## src/rtl/decrypt_capture_pkg.sv

```systemverilog
// Shared sizing constants for the decrypt capture buffer.
package decrypt_capture_pkg;

    localparam int unsigned DATA_WIDTH_C  = 32;
    localparam int unsigned FIFO_DEPTH_C  = 8;
    localparam int unsigned TOTAL_WIDTH_C = 16;

    localparam logic [TOTAL_WIDTH_C-1:0] TOTAL_MAX_C = '1;

endpackage : decrypt_capture_pkg

```

## src/rtl/decrypt_capture_fifo.sv

```systemverilog
// Show-ahead FIFO storage with extra-MSB pointers. The caller guarantees push only
// when there is room (or a pop happens on the same edge) and pop only when not empty.
module capture_fifo #(
    parameter int unsigned data_width_g = 32,
    parameter int unsigned fifo_depth_g = 8,
    localparam int unsigned AW_C = $clog2(fifo_depth_g)
) (
    input  logic                  clk,
    input  logic                  rst_n,
    input  logic                  push_i,
    input  logic                  pop_i,
    input  logic [data_width_g-1:0] wdata_i,
    output logic [data_width_g-1:0] rdata_o,
    output logic                  full_o,
    output logic                  empty_o,
    output logic [AW_C:0]         count_o
);

    logic [data_width_g-1:0] mem_q [fifo_depth_g];
    logic [AW_C:0]           wr_ptr_q, wr_ptr_d;
    logic [AW_C:0]           rd_ptr_q, rd_ptr_d;

    always_comb begin
        wr_ptr_d = wr_ptr_q;
        rd_ptr_d = rd_ptr_q;
        if (push_i) wr_ptr_d = wr_ptr_q + (AW_C+1)'(1);
        if (pop_i)  rd_ptr_d = rd_ptr_q + (AW_C+1)'(1);
    end

    always_ff @(posedge clk or negedge rst_n) begin
        if (!rst_n) begin
            wr_ptr_q <= '0;
            rd_ptr_q <= '0;
        end else begin
            wr_ptr_q <= wr_ptr_d;
            rd_ptr_q <= rd_ptr_d;
        end
    end

    // Storage is deliberately not reset; the pointers alone define what is valid.
    always_ff @(posedge clk) begin
        if (push_i) mem_q[wr_ptr_q[AW_C-1:0]] <= wdata_i;
    end

    assign empty_o = (wr_ptr_q == rd_ptr_q);
    assign full_o  = (wr_ptr_q[AW_C] != rd_ptr_q[AW_C]) &&
                     (wr_ptr_q[AW_C-1:0] == rd_ptr_q[AW_C-1:0]);
    assign count_o = wr_ptr_q - rd_ptr_q;
    assign rdata_o = empty_o ? '0 : mem_q[rd_ptr_q[AW_C-1:0]];

endmodule : capture_fifo

```

## src/rtl/decrypt_capture.sv

```systemverilog
// Captures decrypter output words into a small FIFO with a sticky drop flag
// and a saturating accepted-word counter.
module decrypt_capture
    import decrypt_capture_pkg::*;
#(
    parameter int unsigned data_width_g = DATA_WIDTH_C,
    parameter int unsigned fifo_depth_g = FIFO_DEPTH_C
) (
    input  logic                              clk,
    input  logic                              rst_n,
    input  logic                              valid_in,
    input  logic [data_width_g-1:0]           decrypted_in,
    input  logic                              rd_ready_in,
    output logic                              rd_valid_out,
    output logic [data_width_g-1:0]           rd_data_out,
    output logic [$clog2(fifo_depth_g):0]     count_out,
    output logic                              overflow_out,
    input  logic                              clear_ovf_in,
    output logic [TOTAL_WIDTH_C-1:0]          total_out
);

    logic full, empty, push, pop, drop;
    logic overflow_q, overflow_d;
    logic [TOTAL_WIDTH_C-1:0] total_q, total_d;

    // A full FIFO still accepts when the head leaves on the same edge.
    assign pop  = rd_ready_in & ~empty;
    assign push = valid_in & (~full | pop);
    assign drop = valid_in & full & ~pop;

    capture_fifo #(
        .data_width_g (data_width_g),
        .fifo_depth_g (fifo_depth_g)
    ) u_fifo (
        .clk     (clk),
        .rst_n   (rst_n),
        .push_i  (push),
        .pop_i   (pop),
        .wdata_i (decrypted_in),
        .rdata_o (rd_data_out),
        .full_o  (full),
        .empty_o (empty),
        .count_o (count_out)
    );

    // A drop on the same edge as a clear keeps the flag set.
    always_comb begin
        overflow_d = overflow_q;
        if (drop)              overflow_d = 1'b1;
        else if (clear_ovf_in) overflow_d = 1'b0;
    end

    always_comb begin
        total_d = total_q;
        if (push && (total_q != TOTAL_MAX_C)) total_d = total_q + TOTAL_WIDTH_C'(1);
    end

    always_ff @(posedge clk or negedge rst_n) begin
        if (!rst_n) begin
            overflow_q <= 1'b0;
            total_q    <= '0;
        end else begin
            overflow_q <= overflow_d;
            total_q    <= total_d;
        end
    end

    assign rd_valid_out = ~empty;
    assign overflow_out = overflow_q;
    assign total_out    = total_q;

endmodule : decrypt_capture

```

## config.mk

```make
export PLATFORM = sky130hd
export DESIGN_NAME = decrypt_capture
export DESIGN_NICKNAME = d
export VERILOG_FILES = /design/src/rtl/decrypt_capture_pkg.sv /design/src/rtl/decrypt_capture_fifo.sv /design/src/rtl/decrypt_capture.sv
export SDC_FILE = /design/constraint.sdc
export NUM_CORES = 1
export LEC_CHECK = 0
export ABC_AREA = 1
export ABC_CLOCK_PERIOD_IN_PS = 5400
export CAP_MARGIN = 5
export CORE_MARGIN = 5
export CORE_UTILIZATION = 30
export CTS_CLUSTER_SIZE = 16
export DETAILED_ROUTE_END_ITERATION = 6
export PLACE_DENSITY = 0.45
export SYNTH_ARGS = -nofsm -noshare
export SYNTH_HDL_FRONTEND = slang
export SYNTH_SLANG_ARGS = --single-unit
```

## constraint.sdc

```tcl
create_clock -name clk -period 5.4 [get_ports clk]
set_input_delay 1.08 -clock clk [delete_from_list [all_inputs] [get_ports clk]]
set_output_delay 1.08 -clock clk [all_outputs]
set_load 0.1 [all_outputs]
```

==> results.txt <==
- Sinks on Clock Net: 281
- The worst hold path begins at overflow_out$_DFFE_PN0P_.
- Counting cells, the worst reg-to-reg path comes to 9.
- Filler Cells Inserted: 3834
* TritonCTS clock tree: yes
- Die extent in y: 207.1 µm
* Proportion of synthesized chip area in sequential cells: 71.33%
* Global placement routability congestion: 0.7193
* GRT busiest layer: met2
* Worst Setup Path Type: flop to output port
* Max-slew violation count: 0
- Drt drc: 0
* Number of hold violations in the final report: 0
- The number of clock buffers added by TritonCTS is 30.
- Post-detailed-route wirelength per cell: 17.91 µm
- In this run the worst path has a maximum fanout of 77.
- Least-Margin Pin Slew: 1093 ps
- X dimension of the die: 207.1 µm
- The detailed router finished its first iteration with 424 violations.
- Leftover overflow at the end of global routing: 0
- STA classifies the critical path endpoint as an output port.
* Endpoint with the worst hold slack: overflow_out$_DFFE_PN0P_
- Number of I/O port buffers: 90
- Launch point of the worst reg-to-reg path: u_fifo.rd_ptr_q[0]$_DFFE_PN0P_
- Mapped Avg Cell Area: 11.80 µm²
- Postcts setup bufs: 0
- Post-synthesis instance total: 988
- For this configuration, the core starts out at a cell density of 30.23%.
* Most area-consuming cells after synthesis: edfxtp_1, nor2_1, dfrtp_1, o21ai_0, nand2_1
- Clock skew on the completed layout was measured at 18.68 ps.
* Worst Setup Slack post-DPL: 1527 ps
- The post-route netlist has 11.02% of its cells at a drive strength greater than 1.
- Number of rows in the core area: 72
- The number of antenna diodes in the final layout is 0.
- Share of the clock period used by the worst path: 81.87%
- Maximum clock rate: 0.2262 GHz
- The worst hold path was traced through 2 stages.
- Maxcap violations: 0
- Clk slew on worst S/H paths: 60 ps
- The library cell used most frequently in the layout, excluding fill and tap cells, is edfxtp_1.
* Post-synthesis net count: 1032
- Crit path required time: 4320 ps
* I/O pins: 91
* Met2 Usage GRT: 21.33%
- CTS built an H-tree with a depth of 1.
* Root buffer cell: clkbuf_16
- Number of vias after detailed routing: 7449
- Max Root-Sink Buffers: 3
- Yosys printed 0 warnings.
- Using the TritonRoute via totals, the vias-per-cell ratio works out to 4.610.
- Total of hold buffers inserted after clock tree synthesis: 0
* HPWL after DPL: 15.58 mm
* Summed negative setup slack over all endpoints: 0 ps
- STA classifies the critical path startpoint as a flop.
- Pin count of the biggest net entering global routing: 99
- Across every metal layer, demand over resource in global routing totals 13.05%.
- Layout Area Growth over Synthesis: 23.01%
- Total wire length after detailed routing: 28.94 mm
- DR pass1 iterations: 7
- R2r setup slk: 2420 ps
- The flow ran to the end, and the final reports show no timing, DRC or antenna violations.
- Clock latency on the worst-skew pair, taken at its later pin, is 570 ps.
- Unique cell type count in the Yosys netlist: 31
* Number of enable-type register cells in the synthesized netlist: 256
- At the worst endpoint, the arrival time is 3340 ps.
- Final antenna-violating net count: 0
- For met1 alone, demand over resource in global routing was 18.50%.
- The worst pin sits at a relative slew slack of 27.13%.
- In the post-route analysis, the smallest setup slack over all paths is 978.8 ps.
- Post-CTS Resized: 0
- The synthesized netlist occupies a cell area of 0.01165 mm².
- Fraction of registers with async set/reset: 8.897%
- Setup-violating endpoint count in the final report: 0
- Of the post-synthesis cell area, the dominant cell type holds 65.96%.
* Wire length of the first global-routing pass: 44.75 mm
- After synthesis the netlist holds a flip-flop and latch count of 281.
* Critical R2R Capture: u_fifo.mem_q[5][4]$_DFFE_PP_
- Initial antenna violation count: 0
- The region available for standard cell placement spans 0.03856 mm².
* Met3 Usage GRT: 2.300%
* Final nets: 1119
* Highest-count cells in the layout ignoring fill and taps: edfxtp_1, nor2_1, nand2_1
- The worst path needs 4421 ps of the cycle, external delays included.
* Area of the die: 0.04289 mm²
- Class of the most critical hold timing path: flop to flop
* Top cell type by total area after synthesis: edfxtp_1
- Via count of the first global-routing pass: 7230
* Top_reg_cell synth: edfxtp_1
- Once layout is complete, the utilization of the core stands at 37.18%.
* RSZ-0062 raised after global routing: no
## Yosys cell counts (2+ instances only)
cell,instances
inv_1,21
o21ai_1,9
clkbuf_1,17
nand4_1,4
nand2_1,130
xnor2_1,2
buf_2,22
buf_4,7
o211ai_1,32
nor2_1,248
nand2_2,3
a21oi_1,2
nand3_1,16
xor2_1,9
dfrtp_1,25
o21ai_0,124
o21ai_2,4
buf_6,6
edfxtp_1,256
o22ai_1,32
nor2_2,2
ha_1,6
inv_2,3
## through the flow
| stage | std cells | instance area (µm²) | hold slack [ps] |
|---|---|---|---|
| 2_1_floorplan | 988 | 11650 | 519.7 |
| 4_1_cts | 1616 | 14340 | 537.0 |
| 5_1_grt | 1616 | 14340 | 575.6 |
| 3_5_place_dp | 1561 | 13430 | 524.5 |
| 6_report | 1616 | 14340 | 529.6 |
| 3_3_place_gp | 1561 | 13430 | 514.1 |
## how the worst max path moves through the flow
stage | start | endpoint | slack (ps) | cells past startpoint
2_1_floorplan | u_fifo.rd_ptr_q[1]$_DFFE_PN0P_ | rd_data_out[22] | 1110 | 10
3_3_place_gp | u_fifo.rd_ptr_q[0]$_DFFE_PN0P_ | rd_data_out[3] | 1540 | 7
3_5_place_dp | u_fifo.rd_ptr_q[0]$_DFFE_PN0P_ | rd_data_out[23] | 1530 | 7
4_1_cts | u_fifo.rd_ptr_q[0]$_DFFE_PN0P_ | rd_data_out[23] | 910 | 7
5_1_grt | u_fifo.rd_ptr_q[0]$_DFFE_PN0P_ | rd_data_out[5] | 750 | 9
6_report | u_fifo.rd_ptr_q[0]$_DFFE_PN0P_ | rd_data_out[12] | 980 | 7
## sequential cells by signal, indices dropped and copies added, names as in the netlist
register / count
total_out: 16
overflow_out: 1
u_fifo.mem_q: 256
u_fifo.rd_ptr_q: 4
u_fifo.wr_ptr_q: 4
## final cells by class
| class | instances | area (µm²) | share of cell area [%] |
|---|---|---|---|
| Tap cell | 518 | 648.1 | 4.521 |
| Timing Repair Buffer | 110 | 1374 | 9.583 |
| Sequential cell | 281 | 8319 | 58.03 |
| Clock buffer | 45 | 837.1 | 5.839 |
| Multi-Input combinational cell | 627 | 2988 | 20.84 |
| Clock inverter | 10 | 72.57 | 0.5062 |
| Inverter | 25 | 97.59 | 0.6807 |
## logic make-up after synthesis
logic type | after synthesis | synth area share (%)
flops | 281 | 71.33
buf+inv | 80 | 3.553
fa+ha+maj | 7 | 0.8159
compound gates | 203 | 9.877
xor+xnor | 11 | 0.8267
simple gates | 406 | 13.60
## critical path, cell delays in order, from the launching register on
cell	delay (ps)
dfrtp_4	430
buf_4	480
buf_4	760
o21ai_0	210
o22ai_1	210
nor2_1	50
nor2_1	360
buf_12	230
## layer usage
| metal | up-vias | part of all wire [%] |
|---|---|---|
| li1 | 3656 | - |
| met1 | 3636 | 48 |
| met2 | 123 | 47 |
| met3 | 34 | 4.0 |
| met4 | 0 | 1.5 |
| met5 | - | 0 |
Power is left out: the tool's default activity adds up to more than one toggle a clock period on the data nets, which glitch-free logic cannot reach.
